## config.mk

```make
export PLATFORM = sky130hd
export DESIGN_NAME = bresenham_scan
export DESIGN_NICKNAME = d
export VERILOG_FILES = /design/src/rtl/bresenham_scan.sv
export SDC_FILE = /design/constraint.sdc
export NUM_CORES = 1
export LEC_CHECK = 0
export CAP_MARGIN = 20
export CORE_MARGIN = 4
export CORE_UTILIZATION = 40
export DETAILED_ROUTE_END_ITERATION = 6
export PLACE_DENSITY = 0.74
export SLEW_MARGIN = 5
export SYNTH_ARGS = -nofsm -noshare
export SYNTH_HDL_FRONTEND = slang
export SYNTH_SLANG_ARGS = --single-unit
```

## constraint.sdc

```tcl
create_clock -name clk -period 5.6 [get_ports clk]
set_clock_uncertainty 0.15 [all_clocks]
set_input_delay 1.12 -clock clk [delete_from_list [all_inputs] [get_ports clk]]
set_output_delay 1.12 -clock clk [all_outputs]
set_load 0.02 [all_outputs]
```

## src/rtl/bresenham_scan.sv

```systemverilog
// bresenham_scan: flat-bottom triangle rasterizer emitting one span per row to a fill stage.
// Ports: clk, rst (sync active-low); start with vertices v0_xy (top), v1_xy/v2_xy (bottom
// ends of edges A/B, {x,y}) and color; ack_2 from the fill stage. Outputs req_2 (span
// strobe), point_out_a_x, point_out_b_xy ({xb,y}), rgb, busy, done, error.
module bresenham_scan (
  input  logic        clk,
  input  logic        rst,
  input  logic        start,
  input  logic [15:0] v0_xy,
  input  logic [15:0] v1_xy,
  input  logic [15:0] v2_xy,
  input  logic [23:0] color,
  input  logic        ack_2,
  output logic        req_2,
  output logic [7:0]  point_out_a_x,
  output logic [15:0] point_out_b_xy,
  output logic [23:0] rgb,
  output logic        busy,
  output logic        done,
  output logic        error
);
  typedef enum logic [2:0] {IDLE, REQ, HOLD, STEP_A, STEP_B, DONE} state_t;
  state_t state_q, state_d;
  logic [7:0] xa_q, xa_d, xb_q, xb_d, y_q, y_d;
  logic [7:0] x1_q, x1_d, y1_q, y1_d, x2_q, x2_d;
  logic [7:0] dxa_q, dxa_d, dxb_q, dxb_d, dy_q, dy_d;
  logic sxa_q, sxa_d, sxb_q, sxb_d, bad_q, bad_d;
  logic signed [10:0] erra_q, erra_d, errb_q, errb_d;
  logic [23:0] rgb_q, rgb_d;
  logic [7:0] x0, y0, x1, y1, x2, y2, dxa, dxb;
  logic signed [11:0] e2a, e2b;
  logic mova, adva, movb, advb;
  assign x0 = v0_xy[15:8];
  assign y0 = v0_xy[7:0];
  assign x1 = v1_xy[15:8];
  assign y1 = v1_xy[7:0];
  assign x2 = v2_xy[15:8];
  assign y2 = v2_xy[7:0];
  assign dxa = x1 >= x0 ? x1 - x0 : x0 - x1;
  assign dxb = x2 >= x0 ? x2 - x0 : x0 - x2;
  // 2*err in one extra bit keeps the sign exact
  assign e2a = $signed({erra_q, 1'b0});
  assign e2b = $signed({errb_q, 1'b0});
  assign mova = e2a > -$signed({4'd0, dy_q});
  assign adva = e2a < $signed({4'd0, dxa_q});
  assign movb = e2b > -$signed({4'd0, dy_q});
  assign advb = e2b < $signed({4'd0, dxb_q});
  // the last row is pinned to the true endpoints regardless of accumulated x
  assign point_out_a_x = y_q == y1_q ? x1_q : xa_q;
  assign point_out_b_xy = {y_q == y1_q ? x2_q : xb_q, y_q};
  assign rgb = rgb_q;
  assign req_2 = state_q == REQ;
  assign busy = state_q != IDLE;
  assign done = state_q == DONE;
  assign error = done & bad_q;
  always_comb begin
    state_d = state_q;
    xa_d = xa_q;
    xb_d = xb_q;
    y_d = y_q;
    x1_d = x1_q;
    y1_d = y1_q;
    x2_d = x2_q;
    dxa_d = dxa_q;
    dxb_d = dxb_q;
    dy_d = dy_q;
    sxa_d = sxa_q;
    sxb_d = sxb_q;
    erra_d = erra_q;
    errb_d = errb_q;
    rgb_d = rgb_q;
    bad_d = bad_q;
    unique case (state_q)
      IDLE: if (start) begin
        xa_d = x0;
        xb_d = x0;
        y_d = y0;
        x1_d = x1;
        y1_d = y1;
        x2_d = x2;
        dxa_d = dxa;
        dxb_d = dxb;
        dy_d = y1 - y0;
        sxa_d = x1 < x0;
        sxb_d = x2 < x0;
        erra_d = $signed({3'd0, dxa}) - $signed({3'd0, y1 - y0});
        errb_d = $signed({3'd0, dxb}) - $signed({3'd0, y1 - y0});
        rgb_d = color;
        bad_d = y1 != y2 || y1 < y0;
        state_d = bad_d ? DONE : REQ;
      end
      REQ: state_d = ack_2 ? HOLD : REQ;
      HOLD: state_d = ack_2 ? HOLD : y_q == y1_q ? DONE : STEP_A;
      STEP_A: begin
        erra_d = erra_q - (mova ? $signed({3'd0, dy_q}) : 11'sd0) + (adva ? $signed({3'd0, dxa_q}) : 11'sd0);
        xa_d = mova ? (sxa_q ? xa_q - 8'd1 : xa_q + 8'd1) : xa_q;
        state_d = adva ? STEP_B : STEP_A;
      end
      STEP_B: begin
        errb_d = errb_q - (movb ? $signed({3'd0, dy_q}) : 11'sd0) + (advb ? $signed({3'd0, dxb_q}) : 11'sd0);
        xb_d = movb ? (sxb_q ? xb_q - 8'd1 : xb_q + 8'd1) : xb_q;
        y_d = advb ? y_q + 8'd1 : y_q;
        state_d = advb ? REQ : STEP_B;
      end
      DONE: state_d = IDLE;
      default: state_d = IDLE;
    endcase
  end
  always_ff @(posedge clk) begin
    if (!rst) begin
      state_q <= IDLE;
      xa_q <= '0;
      xb_q <= '0;
      y_q <= '0;
      x1_q <= '0;
      y1_q <= '0;
      x2_q <= '0;
      dxa_q <= '0;
      dxb_q <= '0;
      dy_q <= '0;
      sxa_q <= 1'b0;
      sxb_q <= 1'b0;
      erra_q <= '0;
      errb_q <= '0;
      rgb_q <= '0;
      bad_q <= 1'b0;
    end else begin
      state_q <= state_d;
      xa_q <= xa_d;
      xb_q <= xb_d;
      y_q <= y_d;
      x1_q <= x1_d;
      y1_q <= y1_d;
      x2_q <= x2_d;
      dxa_q <= dxa_d;
      dxb_q <= dxb_d;
      dy_q <= dy_d;
      sxa_q <= sxa_d;
      sxb_q <= sxb_d;
      erra_q <= erra_d;
      errb_q <= errb_d;
      rgb_q <= rgb_d;
      bad_q <= bad_d;
    end
  end
endmodule

```

Word-level counts from Yosys, hierarchy flattened --
Index checks and enable logic that the tools add are counted.
Storage, ports and cells: register bits 124, input port bits 76, output and inout bits 52, word-level logic and storage cells 95
Cells by class: add/subtract/negate cells 17, $lt $le $gt $ge 9, eq/ne operators 11, multiplexer cells 30, bitwise logic cells 1, reduce and logical (&&, ||, !) cells 11
Operator list (number):
- $mux 8 | 15
- $pmux 8 s2 | 3
- $pmux 11 s2 | 2
- $sub 8x8->8 | 5
- $add 8x1->8 const B | 3
- $gt 12x12->1 | 2
- $lt 12x9->1 | 2
- $lt 8x8->1 | 3
- $add 11x9->11 | 2
- $mux 11 | 2
- $sub 11x9->11 | 2
- $mux 3 | 6
- $sub 8x8->9 | 2
- $ge 8x8->1 | 2
- $sub 8x1->8 const B | 2
- $pmux 3 s5 | 1
- $neg 8->12 | 1
- $reduce_and 3->1 | 3
- $eq 8x8->1 | 1
- $ne 2x2->1 const B | 4
- $ne 8x8->1 | 1
- $eq 3x2->1 const B | 2
- $eq 3x3->1 const B | 2
- $reduce_and 2->1 | 3
- other kinds (7) | 8

Depth between registers and ports, before layout --
word-level depth 6, depth in mapped cells 24, depth with buffers taken out 23

Least setup slack after synthesis --
No wires, ideal clock.
path type reg-to-reg, from register dy_q[2], to register erra_q[10], setup time 0.095 ns, data arrival time 5.686 ns, data required time 5.355 ns, slack -0.332 ns, stages on the path, launching flop included 24, path buffers 1, period minus slack after synthesis 5.932 ns, path through dfxtp_1 > buf_6 > or3_1 > or4_2 > nor2_1 > ha_1 > and4_1 > a21oi_1 > o21a_1 > o41ai_2 > a2111oi_2 > nor3_1 > and2_2 > fa_1 > inv_1 > ha_1 > a21o_1 > a21oi_1 > nor2b_1 > o21a_1 > o41a_1 > a31oi_1 > xnor2_1 > a221oi_1
On the way: cells in the longest elaborated chain, start to end 6
RTL lines:
- start: declaration | line 26 | logic [7:0] dxa_q, dxa_d, dxb_q, dxb_d, dy_q, dy_d;
- start signal: assignment | line 137 | dy_q <= dy_d;
- $neg 8->12 | line 44 | assign mova = e2a > -$signed({4'd0, dy_q});
- $gt 12x12->1 | line 44
- $mux 8 * | line 95 | erra_d = erra_q - (mova ? $signed({3'd0, dy_q}) : 11'sd0) + (adva ? $signed({3'd0, dxa_q}) : 11'sd0);
- $sub 11x9->11 * | line 95
- $add 11x9->11 * | line 95
- $pmux 11 s2 * | line 73 | unique case (state_q)
- end signal: assignment | line 140 | erra_q <= erra_d;
- end: declaration | line 28 | logic signed [10:0] erra_q, erra_d, errb_q, errb_d;
Every way passes the cells marked *; elsewhere a longest branch is shown, timed or not. A chain may end at the register's enable or synchronous reset.

Final worst setup path --
from register dy_q[2], to register erra_q[8]
Same word-level chain as after synthesis.

==> flow_summary.toml <==
[worst_setup_path]
cp-startpoint = "dy_q[2]"
critPathArrivalTime_ns = 5.62
r2r_cells = 22
cp-start-kind = "register"
end_kind = "register"
critical_path_class = "reg -> reg"
cp.required_ns = 5.78
crit_fanout = 4
rrSetupSlack_ns = 0.16
r2r_start = "dy_q[2]"

[clock_network]
cts_tree = "yes"
cts_hold_buf = 0
clock_path_buffers = 2
cts_max_level = 4
clkTransAtPathRegs_ns = 0.06
cts_sinks = 124
cts_made_buffers = 17
cts-root-buf = "clkbuf_16"
clock_latency_ns = 0.43

[synthesis]
async_reset_ff_frac = 0
synth_warnings = 0
synth-main-ff-cell = "dfxtp_1"
syn-cell-area_um2 = 10600
syn_avg_cell_area_um2 = 7.87
synth_fp_nets = 1571
ys_seq_elements = 124
netlist.top_cell.by_area = "dfxtp_1"
postSynthCellCount = 1348
synth-edff-count = 0
synth_top_area_share = 0.234
ys_types = 74
ys_seq_area_frac = 0.234
synthTopCellsByArea = "dfxtp_1, ha_1, nand2_1"

[power]
leakage_nw = 5.76
p_per_area_nw_per_um2 = 614
vdd_ir_drop_max_mv = 0.262
totalPowerFinal_mw = 8.25

[timing]
fmax_mhz = 184
setup_viol = 0
worst_hold_slack_ns = 0.301
drv_slew = 0
tightestPinTransition_ns = 1.04
hold_viol = 0
min_period_over_period = 0.971
period_needed_ns = 5.44
relSlewSlack = 0.302
rsz0062_at_grt = "yes"

[cells_and_area]
drive_above_1_share = 0.116
nNetsFinal = 1724
syn_to_final_growth_pct = 26.8
final_cells = 1850

[floorplan]
die_area_um2 = 29200
die_x_um = 171
pin_count = 128
start_util = 0.407
die_h_um = 171
num_rows = 59
core-area_um2 = 26100

[hold_path]
worstHoldStart = "x2_q[4]"
min_path_cells = 2
hold_path_class = "reg -> reg"

[global_routing]
grt_overflow = 0
grt_pass1_wl_um = 51600
antenna_found_initial = 0
grt_pass1_vias = 10100
grt_start_max_net_pins = 89
use_met1 = 0.292
grt_most_used_layer = "met2"
grtUsageMet2 = 0.358
grt_util_met3 = 0.0344
grt_util_all_layers = 0.219

[routing]
vias = 10300
wl_um = 32700
wl_per_cell_um = 17.7
ant_nets = 0
drc = 0
drt_iter0_drc = 682
first_pass_iters = 5
vias_per_cell = 5.55

[outcome]
outcome = "complete, no violations"

[placed_design]
io_buffers = 127
place_inst = 1813
gp_congestion = 0.945
hpwl_um = 24500

[job]
max-cap-violations = 0
[metrics by stage]
stage	util	setup slack, ns	TNS [ns]	area [µm²]
6_report	0.516	0.160	0	13400
3_5_place_dp	0.482	-0.0879	-0.107	12600
4_1_cts	0.508	-0.00513	-0.00513	13200
2_1_floorplan	-	0.0871	0	10600
5_1_grt	0.516	-0.0483	-0.171	13400
3_3_place_gp	0.482	0.0375	0	12600
[flip-flops by register name, indices dropped and copies added (netlist names), 3 cells and up]
signal / flops
y1_q: 8
dy_q: 8
x2_q: 8
erra_q: 11
x1_q: 8
state_q: 3
dxb_q: 8
errb_q: 11
xa_q: 8
y_q: 8
xb_q: 8
rgb: 24
dxa_q: 8
[routing by layer]
metal | vias up | part of all wire | routed length (µm)
met5 | - | 0 | 0
met4 | 0 | 0.030 | 978
met3 | 70 | 0.048 | 1580
met2 | 305 | 0.48 | 15700
met1 | 4896 | 0.44 | 14500
li1 | 4999 | - | -
[critical path, stage by stage (launching register included)]
cell and delay [ns]:
dfxtp_1 0.30, or3_1 0.38, or4_4 0.49, nor2_4 0.15, ha_1 0.26, and4_1 0.22, and2_1 0.20, and3_4 0.20
a2111oi_4 0.41, nor3_2 0.08, and2_4 0.18, fa_1 0.50, inv_1 0.06, ha_4 0.25, a21o_1 0.20, a21oi_2 0.15
nor2b_1 0.06, o21a_1 0.18, o41a_1 0.42, buf_4 0.16, xor2_1 0.13, nand2_1 0.07, a31oi_1 0.17
[cell type report]
| cell class | count | area [µm²] |
|---|---|---|
| flip-flops and latches | 124 | 2480 |
| fillers | 2430 | 12600 |
| repair buffers | 194 | 1790 |
| clock inverters | 11 | 179 |
| well taps | 335 | 419 |
| multi-input cells | 1028 | 7580 |
| inverters | 136 | 512 |
| diodes | 1 | 2.50 |
| clock buffers | 21 | 470 |
[report_power, final]
part / leakage, nW / switching, mW / internal [mW]
logic: 4.43 / 3.06 / 2.55
registers: 1.02 / 0.282 / 1.14
clock network: 0.311 / 0.441 / 0.787
total: 5.76 / 3.78 / 4.47
[placed cells by master, fill, tap and decap left out, drive strengths merged, types with 9 or more instances in the layout]
cell | synthesis | routed
inv | 136 | 139
a211oi | 23 | 23
xnor2 | 42 | 42
buf | 15 | 67
nor2 | 75 | 75
ha | 122 | 122
fa | 25 | 25
and2 | 19 | 19
nor3 | 32 | 32
clkdlybuf4s50 | 0 | 127
dfxtp | 124 | 124
a21oi | 121 | 121
o211ai | 10 | 10
clkbuf | 45 | 21
nand2b | 9 | 9
nand2 | 201 | 201
xor2 | 33 | 33
a21o | 10 | 10
mux2 | 19 | 19
nand3 | 21 | 21
a21boi | 10 | 10
mux2i | 20 | 20
nor2b | 19 | 19
o21a | 16 | 16
a31oi | 16 | 16
o21ai | 55 | 55
o311a | 11 | 11
nor4 | 10 | 10
[repair_timing]
action,CTS,global route
endpoints found under the setup margin,3,8
cloned,0,0
pin swaps,1,16
setup buffers,0,3
resized for setup,5,28
[logic make-up after synthesis]
| logic type | synth area share |
|---|---|
| AND/OR/NAND/NOR | 0.189 |
| AO/OA/AOI/OAI | 0.206 |
| buffers and inverters | 0.0722 |
| adder cells (fa/ha/maj) | 0.193 |
| flip-flops | 0.234 |
| XOR/XNOR | 0.0662 |
| multiplexers | 0.0391 |
[worst paths after layout]
kind               endpoint
setup / recovery  erra_q[8]
hold / removal      x2_q[4]
setup reg to reg  erra_q[8]
hold reg to reg     x2_q[4]
[synth_stat cells (all sizes together), types with 7 or more instances]
library cell,n
xnor2,42
ha,122
fa,25
mux2i,20
buf,15
o311a,11
dfxtp,124
a21boi,10
o21a,16
nand4,8
a211oi,23
xor2,33
inv,136
nor4,10
nand2,201
nand3,21
a21o,10
nand2b,9
mux2,19
nor2,75
and2,19
o211ai,10
a311oi,7
nor2b,19
clkbuf,45
a2111oi,8
a21oi,121
a31oi,16
nor3,32
o21ai,55
Power figures use the tool's default switching activity.
